<file path="src/rtl/fft_spi_streamer.sv">
// fft_spi_streamer: streams the 2^M result bins of the FFT result RAM to an
// external SPI master (mode 0, MSB first). The master's sck and cs_n are
// oversampled in the clk domain. The next bin is prefetched into next_reg so
// that consecutive words go out back-to-back with no gap.
//
// Result RAM interface: rd_en is a one-cycle strobe qualifying rd_addr, and
// rd_data holds that word in the cycle after the strobe. There is no
// back-pressure; rd_vld (rd_en delayed by one clk) marks the cycle in which
// rd_data may be captured.
module fft_spi_streamer #(
    parameter int M           = 9,
    parameter int WIDTH       = 32,
    parameter int MAG_MODE    = 0,
    parameter int SYNC_STAGES = 2
) (
    input  logic             clk,
    input  logic             reset,
    input  logic             start,
    output logic             rd_en,
    output logic [M-1:0]     rd_addr,
    input  logic [WIDTH-1:0] rd_data,
    input  logic             sck,
    input  logic             cs_n,
    output logic             sdo,
    output logic             busy,
    output logic             done,
    output logic             abort,
    output logic [1:0]       dbg_state
);

    localparam int H  = WIDTH / 2;
    localparam int OW = (MAG_MODE != 0) ? H : WIDTH;
    localparam int BW = $clog2(OW);
    localparam logic [M-1:0] LAST = '1;

    typedef enum logic [1:0] {
        IDLE   = 2'd0,
        FETCH0 = 2'd1,
        SHIFT  = 2'd2
    } state_t;

    state_t                 state;
    logic [SYNC_STAGES-1:0] sck_sync;
    logic [SYNC_STAGES-1:0] cs_sync;
    logic                   sck_d;
    logic                   sck_s;
    logic                   cs_s;
    logic                   fe;
    logic                   rd_vld;
    logic                   sel_seen;
    logic [OW-1:0]          shift_reg;
    logic [OW-1:0]          next_reg;
    logic [BW-1:0]          bit_cnt;
    logic [M-1:0]           word_cnt;

    // Convert a RAM word to the transmitted word. In magnitude mode the sum
    // |re|+|im| is formed one bit wider than a half word, so the most
    // negative value is represented exactly and overflow is visible in the
    // top bit, which saturates the result to all ones.
    function automatic logic [OW-1:0] conv(input logic [WIDTH-1:0] w);
        logic [H:0] re_x;
        logic [H:0] im_x;
        logic [H:0] re_a;
        logic [H:0] im_a;
        logic [H:0] sum;
        re_x = {w[WIDTH-1], w[WIDTH-1:H]};
        im_x = {w[H-1], w[H-1:0]};
        re_a = re_x[H] ? -re_x : re_x;
        im_a = im_x[H] ? -im_x : im_x;
        sum  = re_a + im_a;
        if (MAG_MODE == 0)
            conv = w[OW-1:0];
        else if (sum[H])
            conv = '1;
        else
            conv = OW'(sum[H-1:0]);
    endfunction

    assign sck_s     = sck_sync[SYNC_STAGES-1];
    assign cs_s      = cs_sync[SYNC_STAGES-1];
    assign fe        = sck_d & ~sck_s;
    assign dbg_state = state;

    // Synchronise sck and cs_n into clk and keep one extra sck sample for edge detection
    always_ff @(posedge clk or negedge reset) begin
        if (!reset) begin
            sck_sync <= '0;
            cs_sync  <= '1;
            sck_d    <= 1'b0;
        end else begin
            sck_sync <= {sck_sync[SYNC_STAGES-2:0], sck};
            cs_sync  <= {cs_sync[SYNC_STAGES-2:0], cs_n};
            sck_d    <= sck_s;
        end
    end

    // Frame sequencer: first fetch, prefetch of following bins, shifting, done/abort
    always_ff @(posedge clk or negedge reset) begin
        if (!reset) begin
            state     <= IDLE;
            rd_en     <= 1'b0;
            rd_addr   <= '0;
            rd_vld    <= 1'b0;
            busy      <= 1'b0;
            done      <= 1'b0;
            abort     <= 1'b0;
            sel_seen  <= 1'b0;
            shift_reg <= '0;
            next_reg  <= '0;
            bit_cnt   <= '0;
            word_cnt  <= '0;
        end else begin
            rd_en  <= 1'b0;
            done   <= 1'b0;
            abort  <= 1'b0;
            rd_vld <= rd_en;
            case (state)
                IDLE: begin
                    if (start) begin
                        state    <= FETCH0;
                        rd_en    <= 1'b1;
                        rd_addr  <= '0;
                        busy     <= 1'b1;
                        bit_cnt  <= '0;
                        word_cnt <= '0;
                        sel_seen <= 1'b0;
                    end
                end
                FETCH0: begin
                    // Bin 0 is back: load it and start fetching bin 1 at once
                    if (rd_vld) begin
                        shift_reg <= conv(rd_data);
                        bit_cnt   <= '0;
                        rd_en     <= 1'b1;
                        rd_addr   <= M'(1);
                        state     <= SHIFT;
                    end
                end
                SHIFT: begin
                    if (rd_vld)
                        next_reg <= conv(rd_data);
                    if (!cs_s)
                        sel_seen <= 1'b1;
                    // Only a deselect after the master has selected us ends
                    // the frame early; cs_n still high from before the frame
                    // is simply a master that has not started yet.
                    if (cs_s && sel_seen) begin
                        abort <= 1'b1;
                        busy  <= 1'b0;
                        state <= IDLE;
                    end else if (!cs_s && fe) begin
                        if (bit_cnt == BW'(OW - 1)) begin
                            bit_cnt <= '0;
                            if (word_cnt == LAST) begin
                                done  <= 1'b1;
                                busy  <= 1'b0;
                                state <= IDLE;
                            end else begin
                                shift_reg <= next_reg;
                                word_cnt  <= word_cnt + M'(1);
                                if (rd_addr != LAST) begin
                                    rd_en   <= 1'b1;
                                    rd_addr <= rd_addr + M'(1);
                                end
                            end
                        end else begin
                            shift_reg <= {shift_reg[OW-2:0], 1'b0};
                            bit_cnt   <= bit_cnt + BW'(1);
                        end
                    end
                end
                default: state <= IDLE;
            endcase
        end
    end

    // Drive the current MSB while selected in a frame, otherwise hold sdo low
    always_ff @(posedge clk or negedge reset) begin
        if (!reset)
            sdo <= 1'b0;
        else
            sdo <= (state == SHIFT && !cs_s) ? shift_reg[OW-1] : 1'b0;
    end

endmodule

</file>
<file path="config.mk">
export PLATFORM = sky130hd
export DESIGN_NAME = fft_spi_streamer
export DESIGN_NICKNAME = d
export VERILOG_FILES = /design/src/rtl/fft_spi_streamer.sv
export SDC_FILE = /design/constraint.sdc
export NUM_CORES = 1
export LEC_CHECK = 0
export BUFFER_PORTS_ARGS = -buffer_cell sky130_fd_sc_hd__buf_2
export CORE_MARGIN = 2
export CORE_UTILIZATION = 40
export DETAILED_ROUTE_END_ITERATION = 7
export PLACE_DENSITY = 0.66
export SYNTH_ARGS = -nofsm -noshare
export SYNTH_HDL_FRONTEND = slang
export SYNTH_SLANG_ARGS = --single-unit
</file>
<file path="constraint.sdc">
create_clock -name clk -period 5.9 [get_ports clk]
set_input_delay 0.59 -clock clk [delete_from_list [all_inputs] [get_ports clk]]
set_output_delay 0.59 -clock clk [all_outputs]
set_load 0.05 [all_outputs]
</file>
==> impl_metrics.env, run 1 <==
export IMPL_outcome="completed"
export IMPL_finalMaxSlewViolations=0
export IMPL_gp_congestion=0.875
export IMPL_cts_buffers=9
export IMPL_overflow=0
export IMPL_grt_max_degree=70
export IMPL_syn_avg_cell_area_um2=11.3
export IMPL_fin_crit_ns=3.29
export IMPL_wl_um=9650
export IMPL_antennaDiodeCount=0
export IMPL_clockPowerShare_pct=23.9
export IMPL_start_kind="register"
export IMPL_hold_path_class="in2async"
export IMPL_synthToLayoutAreaGrowth_pct=13.8
export IMPL_power_density_mw_per_mm2=447
export IMPL_cts_resized=0
export IMPL_relSlewSlack_pct=25.6
export IMPL_post_synth_mux_area_share_pct=21.7
export IMPL_path_buf_inv=0
export IMPL_seq_area_mm2=0.00253
export IMPL_synth_top_family_by_area="multiplexers"
export IMPL_die_height_um=115
export IMPL_crit_path_end_kind="register"
export IMPL_h_tree_depth=3
export IMPL_cts_setup_buffers=0
export IMPL_track_usage_pct=15.5
export IMPL_fp_dieW_um=115
export IMPL_ys_types=41
export IMPL_multi_input_area_mm2=0.00229
export IMPL_netSwitchingFraction_pct=32.8
export IMPL_post_place_cells=616
export IMPL_synthSimpleGateAreaFrac_pct=11.7
export IMPL_cp_slowest_stage_delay_ns=0.92
export IMPL_setup_worst_path_class="reg2reg"
export IMPL_drv_cap=0
export IMPL_worstPathCellList="ha_1 -> and3_1 -> ha_2 -> nand2b_1 -> or3_1 -> a21o_1 -> mux2_4"
export IMPL_ys_top_cells_by_area="dfrtp_1 (50%), mux2_2 (15%), mux2i_1 (6.5%), a21oi_1 (4.1%), nor2_1 (3.1%)"
export IMPL_drtIter0Drc=236
export IMPL_ys_warn_count=0
export IMPL_nNetsFinal=527
export IMPL_ys_flop_type="dfrtp_1"
export IMPL_synth_area_leader_cell="dfrtp_1"
export IMPL_slowest_stage="ha_2"
export IMPL_io_pins=53
export IMPL_finalHoldViolations=0
export IMPL_worst_ep_arrival_time_ns=3.53
export IMPL_core_mm2=0.0120
export IMPL_syn_cell_area_mm2=0.00493
export IMPL_synth_edf_count=0
export IMPL_grt_first_pass_wirelength_um=16200
export IMPL_cts_hold_buf=0
export IMPL_synth_nets=485
export IMPL_ant_nets=0
export IMPL_drive_gt1_share_pct=29.1
export IMPL_tritoncts="built"
export IMPL_wl_per_cell_um=15.3
export IMPL_dr_pass1_iters=4
export IMPL_finalCritPeriodShare_pct=55.8
export IMPL_critPathTopFamily="adder cells"
export IMPL_skew_ns=0.00816
export IMPL_rows=40
export IMPL_met1_length_um=4510
export IMPL_worst_ep_required_time_ns=6.14
export IMPL_power_internal_mw=1.69
export IMPL_crit_fanout=37
export IMPL_netlist_area_leader_share_pct=50.2
export IMPL_r2r_start="bit_cnt[0]$_DFFE_PN0P_"
export IMPL_numClockSinks=101
export IMPL_layout_setup_ws_ns=2.61
export IMPL_tightest_slew_ns=1.12
export IMPL_r2r_slack_ns=2.61
export IMPL_tns_ns=0
export IMPL_hpwl_um=6220
export IMPL_rsz0062_at_grt="no"
export IMPL_vias_per_cell=5.36
export IMPL_wl_met3_um=399
export IMPL_fillers=1103
export IMPL_fmax_mhz=304
export IMPL_rr_worst_depth=7
export IMPL_grt_pass1_vias=3400
export IMPL_synth_compound_area_share_pct=9.99
export IMPL_p_seq_share_pct=43.3
export IMPL_dieArea_mm2=0.0132
export IMPL_netlist_instances=438
export IMPL_finish_utilization_pct=46.7
export IMPL_clockBufferDepth=2
export IMPL_p_leak_nw=2.45
export IMPL_synth_adder_area_share_pct=2.54
export IMPL_peakVddDrop_mv=0.253
export IMPL_top_layer="met4"
export IMPL_clkTransAtPathRegs_ns=0.07
export IMPL_initial_core_util_pct=41.1
export IMPL_place_ws_ns=2.60
export IMPL_wl_met2_um=4620
export IMPL_async_flop_share_pct=100
export IMPL_num_vias=3388
export IMPL_clk_latency_ns=0.35
export IMPL_switching_power_mw=0.823
export IMPL_power_total_mw=2.51
export IMPL_synth_xor_area_share_pct=0.178
export IMPL_cts_root_buffer="clkbuf_16"
export IMPL_timing_rr_end="rd_addr[1]$_DFFE_PN0P_"
export IMPL_setup_viol=0
export IMPL_port_buffers=52
export IMPL_seq_area_frac_synth_pct=51.3
export IMPL_pwr_share_comb_pct=32.9
export IMPL_synth_ff_latch_count=101
export IMPL_antenna_found_initial=0
export IMPL_fin_cells=632
export IMPL_drc_errors=0
==> how the worst max path moves through the flow <==
stage / from / to / slack [ns] / cells after the start
finish: bit_cnt[0]$_DFFE_PN0P_ / rd_addr[1]$_DFFE_PN0P_ / 2.61 / 7
floorplan: rd_addr[0]$_DFFE_PN0P_ / rd_addr[1]$_DFFE_PN0P_ / 3.07 / 10
global placement: bit_cnt[0]$_DFFE_PN0P_ / rd_addr[1]$_DFFE_PN0P_ / 2.64 / 7
detailed placement: bit_cnt[0]$_DFFE_PN0P_ / rd_addr[1]$_DFFE_PN0P_ / 2.60 / 7
CTS: bit_cnt[0]$_DFFE_PN0P_ / rd_addr[1]$_DFFE_PN0P_ / 2.58 / 7
global route: bit_cnt[0]$_DFFE_PN0P_ / rd_addr[1]$_DFFE_PN0P_ / 2.35 / 7
==> area by class of cell <==
| class | instances | share of cell area (%) |
|---|---|---|
| inverter | 6 | 0.401 |
| clock inverter | 6 | 1.25 |
| sequential | 101 | 45.1 |
| tap | 147 | 3.28 |
| clock buffer | 10 | 4.08 |
| timing repair buffer | 55 | 5.08 |
| multi-input combinational | 307 | 40.9 |
==> power by group through the flow <==
stage / Sequential [mW] / Combinational [mW] / Clock [mW]
floorplan: 1.09 / 0.646 / 0
finish: 1.09 / 0.825 / 0.599
global placement: 1.09 / 0.803 / 0
detailed placement: 1.10 / 0.830 / 0
CTS: 1.09 / 0.835 / 0.617
global route: 1.12 / 0.918 / 0.648
==> Yosys cell counts (all sizes together), types with 2 or more instances <==
cell type / instances
a31oi: 4
dfstp: 2
mux2i: 32
dfrtp: 99
nor2: 41
o22a: 5
buf: 10
nand2b: 7
nor3: 5
a22o: 5
a21o: 2
inv: 6
o21ai: 18
o211ai: 2
nor2b: 6
or4: 3
nand4: 2
mux2: 66
nor4b: 3
or3: 2
a21oi: 40
nand3: 9
and3: 12
ha: 10
nand2: 18
o31ai: 4
clkbuf: 14
==> placed cells by master (no fill, tap or decap), types with 3 or more instances in the layout <==
cell	netlist	final
a21oi_1	40	39
a22o_1	5	5
a31oi_1	4	4
and3_1	12	12
buf_2	5	51
buf_4	0	4
clkbuf_16	0	9
dfrtp_1	99	99
ha_1	10	8
inv_1	6	6
inv_6	0	3
mux2_2	64	64
mux2i_1	32	32
nand2_1	18	18
nand2b_1	7	7
nand3_1	9	9
nor2_1	41	41
nor2b_1	6	6
nor3_1	5	5
nor4b_1	3	3
o21ai_0	18	18
o22a_1	5	5
o31ai_1	4	4
or4_1	3	3
==> stage by stage <==
stage | hold slack [ns] | instance area [um2]
final | 0.258 | 5610
after global routing | 0.319 | 5610
after CTS | 0.287 | 5610
after detailed placement | 0.340 | 5320
after global placement | 0.340 | 5320
after floorplan | 0.294 | 4930
==> routing by layer <==
metal / up-vias / GRT usage [%]
met4: 0 / 6.10
met1: 1638 / 20.1
li1: 1660 / -
met5: - / 0
met2: 80 / 25.1
met3: 10 / 4.01
==> cell families after synthesis <==
family / after synthesis
simple gates: 115
buf+inv: 30
xor+xnor: 1
fa+ha+maj: 10
flops: 101
compound gates: 83
mux: 98
(Power assumes the default switching activity.)
==> run 2: changes to the inputs <==
ABC_AREA = 1   (was not set)
clock period = 3.3 ns   (was 5.9 ns; I/O delays follow)
==> run 2 against run 1 <==
Net effect: synthesized cell count up 37%; critical path depth up 2; worst setup slack worse by 1.7 ns; combinational power up 93%; cell count up 25%; non-clock buffer count up 3; core utilization down 0.65 points; routed wire length up 5.9%; clock-buffer cell count up 3; clock power up 70%; critical path type unchanged; highest routed layer unchanged.
==> impl_metrics.env, run 2 <==
export IMPL_pwr_share_comb_pct=34.9
export IMPL_p_leak_nw=2.80
export IMPL_clk_latency_ns=0.35
export IMPL_drive_gt1_share_pct=15.0
export IMPL_syn_avg_cell_area_um2=8.17
export IMPL_relSlewSlack_pct=39.9
export IMPL_synth_ff_latch_count=101
export IMPL_cts_root_buffer="clkbuf_16"
export IMPL_port_buffers=52
export IMPL_layout_commonest_cell="nand2_1"
export IMPL_seq_area_mm2=0.00253
export IMPL_numClockSinks=101
export IMPL_syn_cell_area_mm2=0.00488
export IMPL_cts_hold_buf=0
export IMPL_drc_errors=0
export IMPL_finish_utilization_pct=46.1
export IMPL_worstPathCellList="inv_1 -> ha_2 -> buf_4 -> nand3_2 -> nand2_1 -> inv_1 -> nand4_1 -> nand2_1 -> o21ai_1"
export IMPL_start_kind="register"
export IMPL_finalMaxSlewViolations=0
export IMPL_fin_crit_ns=2.35
export IMPL_synth_most_common_cell="nand2_1"
export IMPL_gp_congestion=0.827
export IMPL_finalCritPeriodShare_pct=71.3
export IMPL_setup_worst_path_class="reg2reg"
export IMPL_die_height_um=114
export IMPL_fmax_mhz=425
export IMPL_slowest_stage="ha_2"
export IMPL_ys_flop_type="dfrtp_1"
export IMPL_seq_area_frac_synth_pct=51.8
export IMPL_clockBufferDepth=2
export IMPL_peakVddDrop_mv=0.366
export IMPL_setup_viol=0
export IMPL_hold_path_class="in2reg"
export IMPL_crit_path_end_kind="register"
export IMPL_initial_core_util_pct=40.8
export IMPL_synth_nets=645
export IMPL_synth_area_leader_cell="dfrtp_1"
export IMPL_switching_power_mw=1.78
export IMPL_core_mm2=0.0120
export IMPL_synth_edf_count=0
export IMPL_io_pins=53
export IMPL_hpwl_um=6920
export IMPL_tightest_slew_ns=0.901
export IMPL_ys_warn_count=0
export IMPL_dr_pass1_iters=5
export IMPL_grt_pass1_vias=3922
export IMPL_worst_ep_arrival_time_ns=2.61
export IMPL_ys_top_cells_by_area="dfrtp_1 (51%), nand2_1 (15%), o21ai_0 (8.1%), inv_1 (4.2%), a21oi_1 (3.0%)"
export IMPL_worst_ep_required_time_ns=3.56
export IMPL_antennaDiodeCount=0
export IMPL_outcome="completed"
export IMPL_grt_max_degree=72
export IMPL_clockPowerShare_pct=22.3
export IMPL_nNetsFinal=688
export IMPL_power_internal_mw=2.79
export IMPL_rsz0062_at_grt="no"
export IMPL_skew_ns=0.00922
export IMPL_layout_common_cells="nand2_1 (196), dfrtp_1 (99), o21ai_0 (79)"
export IMPL_tritoncts="built"
export IMPL_antenna_found_initial=0
export IMPL_synthToLayoutAreaGrowth_pct=12.9
export IMPL_cp_slowest_stage_delay_ns=0.51
export IMPL_crit_fanout=25
export IMPL_ys_types=34
export IMPL_clkTransAtPathRegs_ns=0.06
export IMPL_netlist_instances=598
export IMPL_fp_dieW_um=114
export IMPL_dieArea_mm2=0.0131
export IMPL_ant_nets=0
export IMPL_async_flop_share_pct=100
export IMPL_drtIter0Drc=233
export IMPL_cts_resized=0
export IMPL_drv_cap=0
export IMPL_multi_input_area_mm2=0.00198
export IMPL_cts_setup_buffers=0
export IMPL_rows=40
export IMPL_num_vias=3981
export IMPL_h_tree_depth=3
export IMPL_netSwitchingFraction_pct=39.0
export IMPL_power_density_mw_per_mm2=829
export IMPL_cts_buffers=9
export IMPL_tns_ns=0
export IMPL_wl_um=10200
export IMPL_netlist_area_leader_share_pct=50.7
export IMPL_grt_first_pass_wirelength_um=17900
export IMPL_synth_common_cells="nand2_1 (197), dfrtp_1 (99), o21ai_0 (79), inv_1 (55), a21oi_1 (29)"
export IMPL_finalHoldViolations=0
export IMPL_fillers=1178
export IMPL_track_usage_pct=17.1
export IMPL_vias_per_cell=5.03
export IMPL_p_seq_share_pct=42.8
export IMPL_overflow=0
export IMPL_wl_per_cell_um=12.9
-- run 2: changes by cell type after synthesis, moves of 14 or more --
cell     before  now
nor2_1       41   20
o21ai_1       0   14
mux2_2       64    6
mux2i_1      32    0
nand2_1      18  197
nand3_1       9   26
o21ai_0      18   79
inv_1         6   55
-- run 2: per-layer routing --
metal  global-route usage, %  share of wire [%]
met3                    3.12                3.7
met4                    8.29                2.1
met1                    21.1                 47
met5                       0                  0
met2                    28.9                 48
-- run 2: critical path: cells and delay by family (launching register included) --
family / cells / cell delay, ns
and+or+nand+nor: 4 / 0.70
AOI/OAI and AO/OA: 1 / 0.09
buffers and inverters: 3 / 0.53
DFF: 1 / 0.42
adders and majority gates: 1 / 0.51
-- run 2: through the flow --
stage | hold slack, ns | power [mW] | worst slack, ns | instances | area [um2]
2_1_floorplan | 0.0344 | 3.26 | 1.26 | 598 | 4880
3_3_place_gp | 0.336 | 3.51 | 1.02 | 777 | 5230
3_5_place_dp | 0.346 | 3.59 | 0.917 | 777 | 5230
4_1_cts | 0.0639 | 4.62 | 0.900 | 792 | 5510
5_1_grt | 0.0653 | 4.95 | 0.609 | 792 | 5510
6_report | 0.0778 | 4.57 | 0.948 | 792 | 5510
-- run 2: layout make-up --
type	instances	area share, %
clock buffers	13	4.90
inverters	60	4.11
well taps	147	3.34
clock inverters	2	0.295
flip-flops and latches	101	45.9
repair buffers	58	5.58
multi-input cells	411	35.9
-- run 2: path summary, 6_finish.rpt --
kind	from	end	slack, ns	depth (start not counted)
max	dbg_state[0]$_DFFE_PN0P_	word_cnt[3]$_DFFE_PN0P_	0.95	9
min	cs_n	cs_sync[0]$_DFF_PN1_	0.08	1
max reg2reg	dbg_state[0]$_DFFE_PN0P_	word_cnt[3]$_DFFE_PN0P_	0.95	9
min reg2reg	cs_sync[0]$_DFF_PN1_	cs_sync[1]$_DFF_PN1_	0.36	0
max in group asynchronous	reset	bit_cnt[4]$_DFFE_PN0P_	2.42	2
min in group asynchronous	reset	next_reg[17]$_DFFE_PN0P_	0.09	1
-- run 2: power groups by stage --
stage	clock network (mW)	logic, mW	registers [mW]
6_report	1.02	1.59	1.96
3_3_place_gp	0	1.56	1.95
4_1_cts	1.05	1.62	1.95
5_1_grt	1.09	1.85	2.01
2_1_floorplan	0	1.25	2.01
3_5_place_dp	0	1.62	1.97
-- run 2: cell families (layout without fill, tap and decap cells) --
| group | count (synthesis) | count (layout) | synth area share (%) |
|---|---|---|---|
| adders and majority gates | 10 | 10 | 2.56 |
| xor gates and xnor gates | 3 | 3 | 0.538 |
| AOI/OAI and AO/OA | 127 | 127 | 13.3 |
| DFF | 101 | 101 | 51.8 |
| muxes | 6 | 6 | 1.38 |
| buffers and inverters | 86 | 133 | 7.79 |
| and+or+nand+nor | 265 | 265 | 22.6 |
